===== config.mk =====
export PLATFORM = sky130hd
export DESIGN_NAME = if_dual_fetch
export DESIGN_NICKNAME = d
export VERILOG_FILES = /design/src/rtl/if_dual_fetch_pkg.sv /design/src/rtl/if_skid_buf.sv /design/src/rtl/if_dual_fetch.sv
export SDC_FILE = /design/constraint.sdc
export NUM_CORES = 1
export LEC_CHECK = 0
export BUFFER_PORTS_ARGS = -buffer_cell sky130_fd_sc_hd__buf_2
export CORE_AREA = 2 2 191 118
export CTS_CLUSTER_DIAMETER = 150
export CTS_CLUSTER_SIZE = 25
export DETAILED_ROUTE_END_ITERATION = 8
export DIE_AREA = 0 0 193 120
export GPL_ROUTABILITY_DRIVEN = 0
export PLACE_DENSITY = 0.79
export SYNTH_ARGS = -nofsm -noshare
export SYNTH_HDL_FRONTEND = slang
export SYNTH_SLANG_ARGS = --single-unit

===== constraint.sdc =====
create_clock -name clock -period 9 [get_ports clock]
set_input_delay 0.9 -clock clock [delete_from_list [all_inputs] [get_ports clock]]
set_output_delay 0.9 -clock clock [all_outputs]
set_load 0.03 [all_outputs]

===== src/rtl/if_dual_fetch_pkg.sv =====
// ============================================================================
// if_dual_fetch_pkg : shared bus types and constants for the dual fetch unit
// Rev 1.0
// ============================================================================
`default_nettype none

package if_dual_fetch_pkg;

  localparam int INST_ADDR_W = 32;
  localparam int INST_W      = 32;

  typedef logic [INST_ADDR_W-1:0] inst_addr_t;
  typedef logic [INST_W-1:0]      inst_t;

  localparam inst_t      ZERO_WORD        = 32'h0000_0000;
  localparam logic       CHIP_ENABLE      = 1'b1;
  localparam logic       CHIP_DISABLE     = 1'b0;
  localparam inst_addr_t DEFAULT_RESET_PC = 32'h1c00_0000;

  typedef struct packed {
    inst_addr_t pc;
    inst_t      inst_1;
    inst_t      inst_2;
  } fetch_pair_t;

  function automatic inst_addr_t align_word(input inst_addr_t a);
    return a & ~32'h0000_0003;
  endfunction

endpackage

`default_nettype wire


===== src/rtl/if_skid_buf.sv =====
// ============================================================================
// if_skid_buf : one-entry skid plus output register for {pc, inst_1, inst_2}
// Rev 1.0
// ============================================================================
`default_nettype none

module if_skid_buf
  import if_dual_fetch_pkg::*;
(
  input  logic        clock,
  input  logic        reset,
  input  logic        i_flush,
  input  logic        i_in_valid,
  input  logic [31:0] i_in_pc,
  input  logic [31:0] i_in_inst_1,
  input  logic [31:0] i_in_inst_2,
  input  logic        i_out_ready,
  output logic        o_out_valid,
  output logic        o_skid_valid,
  output logic [31:0] o_pc,
  output logic [31:0] o_inst_1,
  output logic [31:0] o_inst_2
);

  fetch_pair_t r_out;
  fetch_pair_t r_skid;
  fetch_pair_t w_in;
  logic        r_out_valid;
  logic        r_skid_valid;

  assign w_in = '{pc: i_in_pc, inst_1: i_in_inst_1, inst_2: i_in_inst_2};

  // The producer never delivers while the skid is occupied, so a skid drain
  // and an incoming pair are mutually exclusive.
  always_ff @(posedge clock or posedge reset) begin
    if (reset) begin
      r_out        <= '0;
      r_skid       <= '0;
      r_out_valid  <= 1'b0;
      r_skid_valid <= 1'b0;
    end else if (i_flush) begin
      r_out_valid  <= 1'b0;
      r_skid_valid <= 1'b0;
    end else if (r_out_valid && i_out_ready) begin
      if (r_skid_valid) begin
        r_out        <= r_skid;
        r_skid_valid <= 1'b0;
      end else if (i_in_valid) begin
        r_out <= w_in;
      end else begin
        r_out_valid <= 1'b0;
      end
    end else if (i_in_valid) begin
      if (!r_out_valid) begin
        r_out       <= w_in;
        r_out_valid <= 1'b1;
      end else begin
        r_skid       <= w_in;
        r_skid_valid <= 1'b1;
      end
    end
  end

  assign o_out_valid  = r_out_valid;
  assign o_skid_valid = r_skid_valid;
  assign o_pc         = r_out.pc;
  assign o_inst_1     = r_out.inst_1;
  assign o_inst_2     = r_out.inst_2;

endmodule

`default_nettype wire


===== src/rtl/if_dual_fetch.sv =====
// ============================================================================
// if_dual_fetch : dual-slot instruction fetch requester with skid and redirect
// Optional: IF_PERF_CNT_EN adds fetch / flush performance counters.
// Rev 1.0
// ============================================================================
`default_nettype none

module if_dual_fetch
  import if_dual_fetch_pkg::*;
#(
  parameter logic [31:0] RESET_PC = DEFAULT_RESET_PC,
  parameter logic [31:0] PC_STEP  = 32'd8
) (
  input  logic        clock,
  input  logic        reset,
  input  logic        branch_flag_i,
  input  logic [31:0] branch_target_i,
  output logic        ram_ce_o,
  output logic [31:0] ram_raddr_1_o,
  output logic [31:0] ram_raddr_2_o,
  output logic        ram_branch_flag_o,
  input  logic [31:0] ram_rdata_1_i,
  input  logic [31:0] ram_rdata_2_i,
  output logic        id_valid_o,
  input  logic        id_ready_i,
  output logic [31:0] id_pc_o,
  output logic [31:0] id_inst_1_o,
  output logic [31:0] id_inst_2_o
`ifdef IF_PERF_CNT_EN
  ,
  output logic [31:0] perf_fetch_cnt_o,
  output logic [31:0] perf_flush_cnt_o
`endif
);

  logic [31:0] r_pc;
  logic [31:0] r_inflight_pc;
  logic        r_ce;
  logic        r_inflight;
  logic        w_out_valid;
  logic        w_skid_valid;
  logic        w_skid_fill;
  logic        w_issue;

  // A response parking in the skid this cycle leaves no room for one more.
  assign w_skid_fill = r_inflight & w_out_valid & ~id_ready_i;
  assign w_issue     = r_ce & ~w_skid_valid & ~w_skid_fill & ~branch_flag_i;

  always_ff @(posedge clock or posedge reset) begin
    if (reset) begin
      r_pc          <= RESET_PC;
      r_ce          <= CHIP_DISABLE;
      r_inflight    <= 1'b0;
      r_inflight_pc <= ZERO_WORD;
    end else begin
      r_ce <= CHIP_ENABLE;
      if (branch_flag_i) begin
        r_pc       <= align_word(branch_target_i);
        r_inflight <= 1'b0;
      end else begin
        r_inflight <= w_issue;
        if (w_issue) begin
          r_inflight_pc <= r_pc;
          r_pc          <= r_pc + PC_STEP;
        end
      end
    end
  end

  assign ram_ce_o          = r_ce;
  assign ram_raddr_1_o     = r_pc;
  assign ram_raddr_2_o     = r_pc + 32'd4;
  assign ram_branch_flag_o = branch_flag_i;
  assign id_valid_o        = w_out_valid;

  if_skid_buf u_skid (
    .clock        (clock),
    .reset        (reset),
    .i_flush      (branch_flag_i),
    .i_in_valid   (r_inflight),
    .i_in_pc      (r_inflight_pc),
    .i_in_inst_1  (ram_rdata_1_i),
    .i_in_inst_2  (ram_rdata_2_i),
    .i_out_ready  (id_ready_i),
    .o_out_valid  (w_out_valid),
    .o_skid_valid (w_skid_valid),
    .o_pc         (id_pc_o),
    .o_inst_1     (id_inst_1_o),
    .o_inst_2     (id_inst_2_o)
  );

`ifdef IF_PERF_CNT_EN
  logic [31:0] r_fetch_cnt;
  logic [31:0] r_flush_cnt;

  always_ff @(posedge clock or posedge reset) begin
    if (reset) begin
      r_fetch_cnt <= ZERO_WORD;
      r_flush_cnt <= ZERO_WORD;
    end else begin
      if (w_out_valid && id_ready_i) r_fetch_cnt <= r_fetch_cnt + 32'd1;
      if (branch_flag_i)             r_flush_cnt <= r_flush_cnt + 32'd1;
    end
  end

  assign perf_fetch_cnt_o = r_fetch_cnt;
  assign perf_flush_cnt_o = r_flush_cnt;
`endif

endmodule

`default_nettype wire

==> flow_summary.ini <==
[layout]
fillerInstances = 1800
finish.utilization = 0.614
multi_input_area_um2 = 4760
final_cells = 1494
area.growth.synth_to_final_pct = 16.0
regArea_um2 = 6310
antenna_cells = 0
final_nets = 1303
drive_gt1_frac = 0.343

[sta]
period_needed_ns = 4.08
fin_crit_sh = 0.454
max_freq_mhz = 245
setup_viol = 0
slew_violations = 0
fin_skew_ns = 0.0311
rsz0062_at_grt = no
tightestPinTransition_ns = 1.21
holdWs_ns = 0.514
slew_headroom = 0.195
hold_viol = 0
tns_ns = 0

[outcome]
outcome = finished, final reports clean

[cts]
tritoncts = done
clk_latency_ns = 0.48
cts_resized = 0
clock_sinks = 252
clockBufferDepth = 3
clk_pin_slew_ns = 0.10
ctsHoldBuffers = 0
cts-root-buf = clkbuf_16
post_cts_buffers = 0
h-tree-depth = 1
cts_buffers = 14

[synthesis]
ys_seq_elements = 252
synth.largest_area_cell = dfrtp_1
syn_area_per_cell_um2 = 11.4
synth-edff-count = 0
yosysWarnings = 0
synth_area_um2 = 11400
synth-async-reset-ratio = 1.00
yosysSeqAreaShare = 0.554
synth_ff_type = dfrtp_1
netlist_instances = 1000
synth.top_cell.area_share = 0.547
synth.area.top_cells = dfrtp_1, mux2_2, mux2i_1, a21oi_1, nor2_1
synth_cell_types = 46

[worst_setup_path]
path_max_fanout = 10
crit_cells = 5
path_class = reg2out
r2r_cells = 4
cp_top_family = simple AND/OR/NAND/NOR gates
crit_buf_inv = 1
crit_required_ns = 8.10
crit_arrival_ns = 3.18
crit_path_end_kind = primary output
regToRegSetupSlack_ns = 5.94
crit_start = ram_raddr_1_o[21]
crit_chain = nand4_1 -> nor4_1 -> or4b_1 -> xnor2_1 -> buf_2
setup.worst_path.start_class = flip-flop
endpoint = ram_raddr_2_o[30]
reg2reg_from = u_skid.o_out_valid
crit_path_top_delay_cell = nor4_1
rr_endpoint = u_skid.r_skid[62]
slowest_delay_ns = 0.91

[placement]
post-dp-hpwl_um = 17900
port_buffers = 254
dp_cells = 1471

[die]
coreArea_um2 = 21500
die_h_um = 120
die_w_um = 193
io_pins = 263
rows = 42
start_util = 0.529
dieArea_um2 = 23200

[route]
routed_wire_length_per_instance_um = 17.5
wl_um = 26100
vias = 8364
dr_wl_met2_um = 11700
routed_via_density = 5.60
wl_met1_um = 11800
route.detailed.drc = 0
wl_met3_um = 2380
top_layer_used = met4
dr.pass1.iters = 5
ant_nets = 0
drt_iter0_drc = 558

[pwr]
seq_power_share = 0.507
power_mw = 2.92
power_leakage_nw = 6.54
pwr-share-clk = 0.237
p_comb_frac = 0.256
power_density_nw_per_um2 = 221
p_sw_mw = 1.00
max-vdd-ir-drop_mv = 0.153
swShare = 0.342
p_int_mw = 1.92

[worst_hold_path]
hp-start = u_skid.r_skid[51]
hp-class = reg2reg

[global_route]
antenna_found_initial = 0
grt_pass1_vias = 8125
grt_pass1_wl_um = 41700
grt.total_usage = 0.224
overflow = 0
grt_max_degree = 114

[run]
drv_cap = 0
[power groups by stage]
| stage | Clock, mW | Combinational, mW | Sequential, mW |
|---|---|---|---|
| global route | 0.748 | 0.810 | 1.51 |
| CTS | 0.712 | 0.756 | 1.48 |
| floorplan | 0 | 0.330 | 1.68 |
| detailed placement | 0 | 0.755 | 1.50 |
| global placement | 0 | 0.738 | 1.49 |
| finish | 0.692 | 0.748 | 1.48 |
[through the flow]
step	area, um2	setup WS, ns
after CTS	13200	4.94
after global routing	13200	4.78
after detailed placement	12800	5.33
after global placement	12800	5.41
final	13200	4.92
after floorplan	11400	1.18
[state kept, by name, summed over array words and instances, names as in the netlist]
| signal | count |
|---|---|
| ram_raddr_1_o | 30 |
| u_skid.o_pc | 30 |
| ram_ce_o | 1 |
| u_skid.o_inst_2 | 32 |
| u_skid.o_skid_valid | 1 |
| u_skid.o_inst_1 | 32 |
| r_inflight_pc | 30 |
| u_skid.r_skid | 94 |
| u_skid.o_out_valid | 1 |
| r_inflight | 1 |
[cell families (layout without fill, tap and decap cells)]
logic type               count (synthesis)  after routing  synth area share
AO/OA/AOI/OAI                          147            147            0.0704
XOR/XNOR                                35             35            0.0269
adder cells (fa/ha/maj)                  2              2           0.00220
buffers and inverters                   87            290            0.0328
flip-flops                             252            252             0.554
multiplexers                           219            219             0.206
other                                    2              7          0.000659
AND/OR/NAND/NOR                        256            256             0.107
[how the worst min path moves through the flow]
| stage | end | slack [ns] | cells after the start |
|---|---|---|---|
| final | u_skid.r_skid[51] | 0.51 | 1 |
| after floorplan | u_skid.r_skid[10] | 0.48 | 1 |
| after detailed placement | u_skid.r_skid[40] | 0.49 | 1 |
| after global placement | u_skid.r_skid[42] | 0.49 | 1 |
| after CTS | u_skid.r_skid[51] | 0.52 | 1 |
| after global routing | u_skid.r_skid[77] | 0.52 | 1 |
[synthesized netlist by cell type, types with 3 or more instances]
cell type  instances
inv_1              4
buf_2             11
mux2i_1           95
mux2_2           124
a21oi_1          100
nor4_1             7
a2bb2oi_1          3
clkbuf_1          51
nand4_1           16
nand2_1           36
buf_1             12
xor2_1             9
nor2_1           121
nor3_1             6
or4_1             15
or3_1             10
dfrtp_1          249
dfstp_2            3
and3_1             4
o21ai_0           15
nand3b_1           4
xnor2_1           26
o31ai_1            8
nand3_1           22
a31oi_1           14
buf_4              7
nor2b_1            3
[layout by cell type (no fill, tap or decap), types with 14 or more instances in the layout]
cell	netlist	layout
a31oi_1	14	14
mux2_2	124	124
nor2_1	121	119
nand3_1	22	21
or4_1	15	15
buf_2	11	254
nand4_1	16	16
nand2_1	36	36
dfrtp_1	249	249
xnor2_1	26	26
a21oi_1	100	100
clkbuf_16	0	15
o21ai_0	15	15
mux2i_1	95	95
[final cells by class]
cell class / instances / share of cell area
clock buffers: 22 / 0.0304
flip-flops and latches: 252 / 0.477
repair buffers: 262 / 0.101
inverters: 5 / 0.00199
multi-input cells: 666 / 0.360
clock inverters: 1 / 0.00227
well taps: 286 / 0.0271
[routing by layer]
| layer | global-route usage | vias up |
|---|---|---|
| met5 | 0 | - |
| met4 | 0.0341 | 0 |
| met3 | 0.0541 | 26 |
| met2 | 0.347 | 273 |
| met1 | 0.327 | 4155 |
| li1 | - | 3910 |
Power figures use the tool's default switching activity.
